**config.mk**
```make
export PLATFORM = sky130hd
export DESIGN_NAME = pe_acc_f32
export DESIGN_NICKNAME = d
export VERILOG_FILES = /design/src/rtl/pe_acc_f32.sv
export SDC_FILE = /design/constraint.sdc
export NUM_CORES = 1
export LEC_CHECK = 0
export CAP_MARGIN = 20
export CELL_PAD_IN_SITES_DETAIL_PLACEMENT = 1
export CELL_PAD_IN_SITES_GLOBAL_PLACEMENT = 2
export CORE_UTILIZATION = 24
export CTS_CLUSTER_DIAMETER = 60
export CTS_CLUSTER_SIZE = 12
export DETAILED_ROUTE_END_ITERATION = 7
export PLACE_DENSITY = 0.61
export REMOVE_ABC_BUFFERS = 1
export SYNTH_ARGS = -nofsm -noshare
export SYNTH_HDL_FRONTEND = slang
export SYNTH_SLANG_ARGS = --single-unit
```
**constraint.sdc**
```tcl
create_clock -name clk -period 58.3 [get_ports clk]
set_input_delay 11.66 -clock clk [delete_from_list [all_inputs] [get_ports clk]]
set_output_delay 11.66 -clock clk [all_outputs]
set_load 0.05 [all_outputs]
```
**src/rtl/pe_acc_f32.sv**
```systemverilog
// pe_acc_f32 -- sequential FP32 accumulation stage for the PE datapath.
//
// Reduces a stream of FP32 terms into one sum per in_last-terminated group.
// The running sum feeds operand a of a combinational add_f32, the accepted
// term feeds operand b, and the adder's sum is captured back into the
// running-sum register. Results leave over a valid/ready handshake.
//
// Optional feature macro: PE_ACC_FTZ_EN
//   defined   -> terms with exponent field 8'h00 are flushed to +0 before the adder
//   undefined -> terms go to the adder unmodified
//
// Ports (pe_acc_f32):
//   clk        in   rising-edge clock
//   rst        in   asynchronous active-high reset
//   clr        in   synchronous clear, abandons group / pending result
//   in_valid   in   term valid
//   in_ready   out  stage accepts a term this cycle
//   in_data    in   FP32 term
//   in_last    in   final term of the group
//   out_valid  out  result valid
//   out_ready  in   downstream accepts result
//   out_data   out  FP32 group sum
//   out_count  out  number of terms in the group (saturating)
//   out_ovf    out  term counter saturated during the group
//
// Ports (add_f32): a, b in FP32 operands; sum out FP32 truncated sum.

`timescale 1ns/1ps

module add_f32 (
    input  logic [31:0] a,
    input  logic [31:0] b,
    output logic [31:0] sum
);
    logic [31:0] big_s;
    logic [31:0] small_s;
    logic [7:0]  shift_s;
    logic [23:0] m_big_s;
    logic [23:0] m_al_s;
    logic [24:0] m_sum_s;
    logic [23:0] m_diff_s;
    logic [23:0] m_norm_s;
    logic [7:0]  lz_s;

    // Truncating FP32 add: align the smaller magnitude, add or subtract, renormalise.
    always_comb begin
        if (a[30:0] >= b[30:0]) begin
            big_s   = a;
            small_s = b;
        end else begin
            big_s   = b;
            small_s = a;
        end
        shift_s = big_s[30:23] - small_s[30:23];
        m_big_s = {1'b1, big_s[22:0]};
        if (shift_s > 8'd23) begin
            m_al_s = 24'h000000;
        end else begin
            m_al_s = {1'b1, small_s[22:0]} >> shift_s;
        end
        m_sum_s  = {1'b0, m_big_s} + {1'b0, m_al_s};
        m_diff_s = m_big_s - m_al_s;

        // Leading-zero normalisation of the difference; terminates once bit 23 is set.
        m_norm_s = m_diff_s;
        lz_s     = 8'd0;
        for (int i = 0; i < 23; i++) begin
            if (!m_norm_s[23]) begin
                m_norm_s = m_norm_s << 1;
                lz_s     = lz_s + 8'd1;
            end else begin
                m_norm_s = m_norm_s;
            end
        end

        // A zero operand passes the other through bit-exact.
        if (a[30:0] == 31'd0) begin
            sum = b;
        end else if (b[30:0] == 31'd0) begin
            sum = a;
        end else if (big_s[31] == small_s[31]) begin
            if (m_sum_s[24]) begin
                sum = {big_s[31], big_s[30:23] + 8'd1, m_sum_s[23:1]};
            end else begin
                sum = {big_s[31], big_s[30:23], m_sum_s[22:0]};
            end
        end else if (m_diff_s == 24'h000000) begin
            sum = 32'h00000000;
        end else begin
            sum = {big_s[31], big_s[30:23] - lz_s, m_norm_s[22:0]};
        end
    end
endmodule

module pe_acc_f32 #(
    parameter int CNT_WIDTH = 16
) (
    input  logic                 clk,
    input  logic                 rst,
    input  logic                 clr,
    input  logic                 in_valid,
    output logic                 in_ready,
    input  logic [31:0]          in_data,
    input  logic                 in_last,
    output logic                 out_valid,
    input  logic                 out_ready,
    output logic [31:0]          out_data,
    output logic [CNT_WIDTH-1:0] out_count,
    output logic                 out_ovf
);
    typedef enum logic [1:0] {
        ST_IDLE  = 2'd0,
        ST_ACCUM = 2'd1,
        ST_HOLD  = 2'd2
    } state_t;

    localparam logic [CNT_WIDTH-1:0] CNT_MAX = {CNT_WIDTH{1'b1}};
    localparam logic [CNT_WIDTH-1:0] CNT_ONE = {{(CNT_WIDTH-1){1'b0}}, 1'b1};
    localparam logic [CNT_WIDTH-1:0] CNT_ZERO = {CNT_WIDTH{1'b0}};

    state_t                state_q, state_d;
    logic [31:0]           acc_q, acc_d;
    logic [CNT_WIDTH-1:0]  cnt_q, cnt_d;
    logic                  ovf_q, ovf_d;
    logic                  out_valid_q, out_valid_d;
    logic [31:0]           out_data_q, out_data_d;
    logic [CNT_WIDTH-1:0]  out_count_q, out_count_d;
    logic                  out_ovf_q, out_ovf_d;

    logic [31:0]           term_s;
    logic [31:0]           sum_s;
    logic [31:0]           sum_norm_s;
    logic [CNT_WIDTH-1:0]  cnt_inc_s;
    logic                  ovf_inc_s;
    logic                  in_xfer_s;
    logic                  out_xfer_s;

`ifdef PE_ACC_FTZ_EN
    // Zero/denormal terms of either sign are flushed to +0.
    assign term_s = (in_data[30:23] == 8'h00) ? 32'h00000000 : in_data;
`else
    assign term_s = in_data;
`endif

    add_f32 u_add (
        .a   (acc_q),
        .b   (term_s),
        .sum (sum_s)
    );

    // -0 is never fed back as operand a.
    assign sum_norm_s = (sum_s == 32'h80000000) ? 32'h00000000 : sum_s;

    // clr blocks acceptance so it can take priority over any transfer.
    assign in_ready   = (state_q != ST_HOLD) && !clr;
    assign in_xfer_s  = in_valid && in_ready;
    assign out_xfer_s = out_valid_q && out_ready;

    assign out_valid = out_valid_q;
    assign out_data  = out_data_q;
    assign out_count = out_count_q;
    assign out_ovf   = out_ovf_q;

    // Saturating term counter; an increment attempted at all-ones sets ovf.
    always_comb begin
        if (cnt_q == CNT_MAX) begin
            cnt_inc_s = cnt_q;
            ovf_inc_s = 1'b1;
        end else begin
            cnt_inc_s = cnt_q + CNT_ONE;
            ovf_inc_s = ovf_q;
        end
    end

    // Next-state and datapath update for the IDLE/ACCUM/HOLD controller.
    always_comb begin
        state_d     = state_q;
        acc_d       = acc_q;
        cnt_d       = cnt_q;
        ovf_d       = ovf_q;
        out_valid_d = out_valid_q;
        out_data_d  = out_data_q;
        out_count_d = out_count_q;
        out_ovf_d   = out_ovf_q;
        if (clr) begin
            state_d     = ST_IDLE;
            acc_d       = 32'h00000000;
            cnt_d       = CNT_ZERO;
            ovf_d       = 1'b0;
            out_valid_d = 1'b0;
        end else begin
            case (state_q)
                ST_HOLD: begin
                    if (out_xfer_s) begin
                        state_d     = ST_IDLE;
                        acc_d       = 32'h00000000;
                        cnt_d       = CNT_ZERO;
                        ovf_d       = 1'b0;
                        out_valid_d = 1'b0;
                    end else begin
                        state_d = ST_HOLD;
                    end
                end
                ST_IDLE, ST_ACCUM: begin
                    if (in_xfer_s) begin
                        acc_d = sum_norm_s;
                        cnt_d = cnt_inc_s;
                        ovf_d = ovf_inc_s;
                        if (in_last) begin
                            state_d     = ST_HOLD;
                            out_valid_d = 1'b1;
                            out_data_d  = sum_norm_s;
                            out_count_d = cnt_inc_s;
                            out_ovf_d   = ovf_inc_s;
                        end else begin
                            state_d = ST_ACCUM;
                        end
                    end else begin
                        state_d = state_q;
                    end
                end
                default: begin
                    state_d     = ST_IDLE;
                    acc_d       = 32'h00000000;
                    cnt_d       = CNT_ZERO;
                    ovf_d       = 1'b0;
                    out_valid_d = 1'b0;
                end
            endcase
        end
    end

    // State and output registers with asynchronous reset.
    always_ff @(posedge clk or posedge rst) begin
        if (rst) begin
            state_q     <= ST_IDLE;
            acc_q       <= 32'h00000000;
            cnt_q       <= CNT_ZERO;
            ovf_q       <= 1'b0;
            out_valid_q <= 1'b0;
            out_data_q  <= 32'h00000000;
            out_count_q <= CNT_ZERO;
            out_ovf_q   <= 1'b0;
        end else begin
            state_q     <= state_d;
            acc_q       <= acc_d;
            cnt_q       <= cnt_d;
            ovf_q       <= ovf_d;
            out_valid_q <= out_valid_d;
            out_data_q  <= out_data_d;
            out_count_q <= out_count_d;
            out_ovf_q   <= out_ovf_d;
        end
    end
endmodule

```
==> impl_metrics.env, run 1 <==
export IMPL_crit_path_start="in_data[23]"
export IMPL_die_h_um=272
export IMPL_cap_violations=0
export IMPL_ys_ff_latch=101
export IMPL_cts_resized_gates=0
export IMPL_p_leak_nw=7.71
export IMPL_rsz0062_at_grt="no"
export IMPL_fin_crit_ns=34.76
export IMPL_ir_drop_uv=28.1
export IMPL_start_util=0.244
export IMPL_synth_edf_count=0
export IMPL_path_class="input port to flip-flop"
export IMPL_avgSynthCellArea_um2=6.92
export IMPL_hold_class="flip-flop to flip-flop"
export IMPL_synth_compound_area_frac=0.320
export IMPL_yosysUniqueCellTypes=114
export IMPL_numClockSinks=101
export IMPL_placed_cells=3485
export IMPL_slowest_delay_ns=0.53
export IMPL_power_frac_clock=0.055
export IMPL_relSlewSlack=0.230
export IMPL_clk_pin_slew_ns=0.08
export IMPL_status="complete, no violations"
export IMPL_dr_pass1_iters=5
export IMPL_hold_viol=0
export IMPL_synthFlopType="dfrtp_1"
export IMPL_synth_async_reset_ratio=1.00
export IMPL_cts_buffers=9
export IMPL_fin_skew_ns=0.0140
export IMPL_cts_buffer_depth=2
export IMPL_busiest_layer="met2"
export IMPL_critPathCaptureType="flip-flop"
export IMPL_fmax_mhz=28.8
export IMPL_synth_area_mux_share=0.0576
export IMPL_postCtsHoldBufs=0
export IMPL_die_w_um=272
export IMPL_intPower_mw=0.428
export IMPL_root_buffer="clkbuf_16"
export IMPL_use_met1=0.308
export IMPL_drcViolationCount=0
export IMPL_power_frac_seq=0.101
export IMPL_area_growth_pct=13.1
export IMPL_gp_congestion=0.915
export IMPL_worstPathArrival_ns=34.97
export IMPL_slowest_stage="clkdlybuf4s50_1"
export IMPL_routedWlPerCell_um=24.6
export IMPL_slew_violations=0
export IMPL_grtUsageMet3=0.0232
export IMPL_seq_area_frac_synth=0.144
export IMPL_cts_tree="built"
export IMPL_routed_wl_um=86100
export IMPL_r2r_cells=106
export IMPL_synth_top_family_by_area="compound AO/OA/AOI/OAI gates"
export IMPL_min_path_cells=2
export IMPL_grt_pass1_wl_um=130000
export IMPL_synth_adder_area_share=0.0804
export IMPL_switching_power_mw=0.744
export IMPL_htreeDepth=3
export IMPL_grt_pass1_vias=20600
export IMPL_drt_initial_drc_count=1355
export IMPL_vias=20200
export IMPL_layoutNonFillerInstCount=3501
export IMPL_r2r_start="acc_q[23]"
export IMPL_core_um2=71900
export IMPL_drive_gt1_frac=0.0662
export IMPL_final_antenna_net_count=0
export IMPL_io_pins=89
export IMPL_clkLatencyLatePin_ns=0.37
export IMPL_antenna_found_initial=0
export IMPL_fin_tns_setup_ns=0
export IMPL_hpwl_um=68300
export IMPL_portBuffers=88
export IMPL_critPathMostFrequentCell="ha_1"
export IMPL_cts_setup_buffers=0
export IMPL_die_area_um2=74000
export IMPL_grt_overflow_total=0
export IMPL_critPathLaunchType="input port"
export IMPL_power_density_nw_per_um2=59.1
export IMPL_power_frac_comb=0.844
export IMPL_finalSetupViolCount=0
export IMPL_synth_xor_area_share=0.0644
export IMPL_core_rowCount=98
export IMPL_p_sw_frac=0.635
export IMPL_worst_pin_slew_ns=1.14
export IMPL_yosysWarnings=0
export IMPL_crit_required_ns=58.51
export IMPL_nets=2693
export IMPL_gr_usage_all_layers=0.227
export IMPL_synth_simple_area_share=0.279
export IMPL_synthCells=2530
export IMPL_antenna_cells=0
export IMPL_crit_fanout=32
export IMPL_viasPerCell=5.76
export IMPL_syn_area_um2=17500
export IMPL_grt_max_degree=92
export IMPL_met2_usage=0.384
export IMPL_fin_crit_sh=0.596
export IMPL_hold_path_startpoint="out_count[0]"
## placed cells by master (no fill, tap or decap), types with 10 or more instances in the layout
| cell type | count |
|---|---|
| a211oi_1 | 36 |
| o21a_1 | 24 |
| o22ai_1 | 17 |
| o21bai_1 | 17 |
| and2_1 | 31 |
| nand3_1 | 77 |
| a21boi_0 | 13 |
| or3_1 | 17 |
| buf_4 | 60 |
| o221ai_1 | 17 |
| o21ai_1 | 14 |
| dfrtp_1 | 101 |
| mux2i_1 | 87 |
| a221oi_1 | 14 |
| nor3_1 | 79 |
| a21o_1 | 26 |
| a31oi_1 | 31 |
| a22oi_1 | 11 |
| clkdlybuf4s50_1 | 88 |
| nor2_1 | 236 |
| nand2b_1 | 26 |
| o211ai_1 | 31 |
| or2_2 | 15 |
| nor2b_1 | 26 |
| and3_1 | 35 |
| a21oi_1 | 191 |
| nand3b_1 | 10 |
| ha_1 | 106 |
| o2111ai_1 | 10 |
| inv_1 | 101 |
| nand4_1 | 31 |
| xnor2_1 | 71 |
| o21ai_0 | 236 |
| nand2_1 | 342 |
| xor2_1 | 25 |
| o31ai_1 | 22 |
| a211o_1 | 11 |
| nor4_1 | 32 |
## through the flow
stage / hold slack [ns] / power [mW] / worst slack (ns) / area (um^2) / utilization
finish: 0.483 / 1.17 / 23.54 / 19800 / 0.276
global route: 0.505 / 1.25 / 21.63 / 19800 / 0.276
CTS: 0.490 / 1.16 / 23.65 / 19800 / 0.276
detailed placement: 0.472 / 1.09 / 23.30 / 19500 / 0.272
global placement: 0.464 / 1.08 / 23.95 / 19500 / 0.272
floorplan: 0.485 / 0.726 / 24.15 / 16900 / -
## state kept, by name, indices dropped and copies added, names as in the netlist
signal / cells
acc_q: 32
cnt_q: 16
out_valid: 1
out_data: 32
out_ovf: 1
ovf_q: 1
state_q: 2
out_count: 16
## power groups by stage
| stage | Clock (mW) | Combinational (mW) | Sequential, mW |
|---|---|---|---|
| finish | 0.0649 | 0.989 | 0.118 |
| global route | 0.0686 | 1.07 | 0.120 |
| floorplan | 0 | 0.581 | 0.145 |
| detailed placement | 0 | 0.974 | 0.118 |
| global placement | 0 | 0.963 | 0.118 |
| CTS | 0.0667 | 0.978 | 0.117 |
## final timing paths
| check | slack [ns] | endpoint |
|---|---|---|
| worst max-delay path | 23.54 | out_data[31] |
| worst min-delay path | 0.48 | out_count[0] |
| worst max register to register | 34.93 | out_data[31] |
| worst min register to register | 0.48 | out_count[0] |
| max in group asynchronous | 45.29 | acc_q[29] |
| min in group asynchronous | 11.68 | out_data[13] |
## critical path, delay by kind of cell
kind,cells,cell delay (ns)
compound gates,36,7.32
xor+xnor,1,0.14
fa+ha+maj,23,7.03
buf+inv,8,1.60
simple gates,32,5.51
mux,8,1.64
## synth_stat cells, drive strengths merged, types with 15 or more instances
master  count  area share
a221oi     17       0.010
inv       102       0.022
nor2      241       0.052
and2       31       0.011
and3       36       0.013
o21a       24       0.010
xnor2      76       0.041
o22ai      17      0.0061
dfrtp     101        0.14
nand4      31       0.011
nand3      78       0.022
o211ai     34       0.015
xor2       27       0.014
a31oi      31       0.011
nand2b     26      0.0093
or3        17      0.0061
nor2b      27      0.0096
o21ai     252       0.072
a21oi     194       0.057
o31ai      22      0.0094
mux2i      89       0.052
nand2     345       0.074
o21bai     17      0.0073
nor4       36       0.015
a211oi     38       0.017
buf        30      0.0082
a21boi     15      0.0064
a21o       27       0.012
ha        106       0.076
o221ai     17      0.0085
nor3       86       0.027
clkbuf    113       0.024
or2        17      0.0062
## kinds of logic after synthesis
logic type | after synthesis
and+or+nand+nor | 1015
xor gates and xnor gates | 110
muxes | 98
adders and majority gates | 111
AOI/OAI and AO/OA | 849
DFF | 101
buffers and inverters | 246
## cell type report
class	instances	area [um^2]
clock buffers	10	239
clock inverters	6	62.6
fillers	8954	52000
inverters	103	389
multi-input cells	2183	14100
flip-flops and latches	101	2530
well taps	950	1190
repair buffers	148	1330
## metal layers
layer  part of all wire  wire, um
met4              0.021      1780
met1               0.46     39700
met5                  0         0
met2               0.47     40400
met3              0.048      4110
Power figures use the tool's default switching activity.
==> inputs of run 2 (changes only) <==
--- a/config.mk
+++ b/config.mk
@@ -12,7 +12,7 @@
 export CTS_CLUSTER_DIAMETER = 60
 export CTS_CLUSTER_SIZE = 12
 export DETAILED_ROUTE_END_ITERATION = 7
-export PLACE_DENSITY = 0.61
+export PLACE_DENSITY = 0.63
 export REMOVE_ABC_BUFFERS = 1
 export SYNTH_ARGS = -nofsm -noshare
 export SYNTH_HDL_FRONTEND = slang
==> constraint.sdc (replaced) <==
create_clock -name clk -period 29.8 [get_ports clk]
set_input_delay 5.96 -clock clk [delete_from_list [all_inputs] [get_ports clk]]
set_output_delay 5.96 -clock clk [all_outputs]
set_load 0.05 [all_outputs]
==> run 2 against run 1 <==
Net effect: worst hold slack improved by 0.0039 ns; utilization rose by 0.15 points; clock power rose by 85%; final cell count rose by 0.23%; clock skew fell by 0.00079 ns; combinational power rose by 97%; global-route usage fell by 0.067 points; sequential share of layout area fell by 0.069 points; first-iteration DRC count fell by 12%; cell area rose by 0.54%; critical path type unchanged.
==> impl_metrics.env, run 2 (synthesis results as in run 1) <==
export IMPL_critPathMostFrequentCell="ha_1"
export IMPL_core_um2=71900
export IMPL_fmax_mhz=35.5
export IMPL_fin_crit_ns=28.20
export IMPL_route_layer_met1_wl_um=40600
export IMPL_rsz0062_at_grt="no"
export IMPL_maxUsedRoutingLayer="met4"
export IMPL_routedWlPerCell_um=24.4
export IMPL_vias=19900
export IMPL_grt_pass1_wl_um=131000
export IMPL_area_growth_pct=13.7
export IMPL_clkLatencyLatePin_ns=0.36
export IMPL_antenna_found_initial=1
export IMPL_fin_crit_sh=0.946
export IMPL_hold_path_startpoint="out_count[4]"
export IMPL_worstPathArrival_ns=28.42
export IMPL_endpoint="acc_q[31]"
export IMPL_wl_met3_um=2890
export IMPL_grt_max_degree=92
export IMPL_cts_buffer_depth=2
export IMPL_r2r_slack_ns=7.39
export IMPL_finalSetupViolCount=0
export IMPL_crit_fanout=26
export IMPL_final_util=0.277
export IMPL_final_antenna_net_count=0
export IMPL_slew_violations=0
export IMPL_hpwl_um=68100
export IMPL_path_class="input port to flip-flop"
export IMPL_io_pins=89
export IMPL_wl_met2_um=40500
export IMPL_start_util=0.244
export IMPL_cap_violations=0
export IMPL_power_density_nw_per_um2=116
export IMPL_final_common_cell="nand2_1"
export IMPL_die_w_um=272
export IMPL_core_rowCount=98
export IMPL_r2r_end="acc_q[31]"
export IMPL_relSlewSlack=0.262
export IMPL_hold_ws_ns=0.487
export IMPL_die_area_um2=74000
export IMPL_critPathCaptureType="flip-flop"
export IMPL_die_h_um=272
export IMPL_p_leak_nw=7.76
export IMPL_crit_required_ns=30.02
export IMPL_fin_skew_ns=0.0132
export IMPL_routed_wl_um=85500
export IMPL_hold_viol=0
export IMPL_worst_pin_slew_ns=1.10
export IMPL_crit_path_start="in_data[27]"
export IMPL_post_route_cell_area_um2=19900
export IMPL_drcViolationCount=0
export IMPL_htreeDepth=3
export IMPL_hold_class="flip-flop to flip-flop"
export IMPL_critPathLaunchType="input port"
export IMPL_slowest_stage="clkdlybuf4s50_1"
export IMPL_dr_pass1_iters=7
export IMPL_viasPerCell=5.68
export IMPL_clk_pin_slew_ns=0.08
export IMPL_antenna_cells=0
export IMPL_root_buffer="clkbuf_16"
export IMPL_r2r_start="acc_q[28]"
export IMPL_grt_pass1_vias=20600
export IMPL_cts_buffers=9
export IMPL_grt_overflow_total=0
export IMPL_drt_initial_drc_count=1193
export IMPL_nets=2702
export IMPL_gp_congestion=0.915
export IMPL_status="complete, no violations"
export IMPL_gr_usage_all_layers=0.226
export IMPL_cts_tree="built"
export IMPL_ir_drop_uv=55.3
export IMPL_slowest_delay_ns=0.64
export IMPL_postCtsHoldBufs=0
export IMPL_numClockSinks=101
export IMPL_place_area_um2=19500
export IMPL_drive_gt1_frac=0.0739
export IMPL_portBuffers=88
export IMPL_final_cell_mix="nand2_1 (342), o21ai_0 (236), nor2_1 (233)"
export IMPL_r2r_cells=102
export IMPL_fin_tns_setup_ns=0
run 2: per-stage QoR:
step                      std cells  setup WS (ns)  power (mW)
after global placement         3489           1.21        2.12
after floorplan                2387           1.35        1.42
after CTS                      3504           1.00        2.27
after detailed placement       3489          0.671        2.14
after global routing           3509         0.0378        2.46
final                          3509           1.60        2.30
run 2: report_power, final:
part / switching (mW) / internal (mW) / leakage [nW]
logic: 1.34 / 0.611 / 6.28
registers: 0.0568 / 0.173 / 1.34
clock network: 0.0617 / 0.0582 / 0.139
total: 1.46 / 0.842 / 7.76
run 2: what timing repair did:
item | CTS | global route
endpoints found under the setup margin | 0 | 6
buffers inserted | 0 | 5
resized for setup | 0 | 17
run 2: how the worst min path moves through the flow:
stage | endpoint | slack, ns | cells past startpoint
floorplan | cnt_q[12] | 0.48 | 2
global placement | out_count[12] | 0.47 | 2
detailed placement | out_count[4] | 0.47 | 2
CTS | out_count[4] | 0.49 | 2
global route | out_data[17] | 0.51 | 2
finish | out_count[4] | 0.49 | 2
run 2: area by class of cell:
cell class / count / area (um^2)
inverters: 103 / 389
clock buffers: 9 / 225
repair buffers: 157 / 1400
clock inverters: 6 / 57.6
multi-input cells: 2183 / 14100
well taps: 950 / 1190
flip-flops and latches: 101 / 2530
fillers: 8924 / 51900
run 2: worst max-delay path, delay by kind of cell:
family,cells,cell delay [ns]
AOI/OAI and AO/OA,38,7.88
xor gates and xnor gates,1,0.18
adders and majority gates,23,7.36
buffers and inverters,5,1.18
muxes,7,1.28
and+or+nand+nor,30,4.58
run 2: metal layers:
layer,global-route usage,vias up
met4,0.0452,0
li1,-,9395
met2,0.387,448
met3,0.0144,69
met1,0.312,10000
met5,0,-
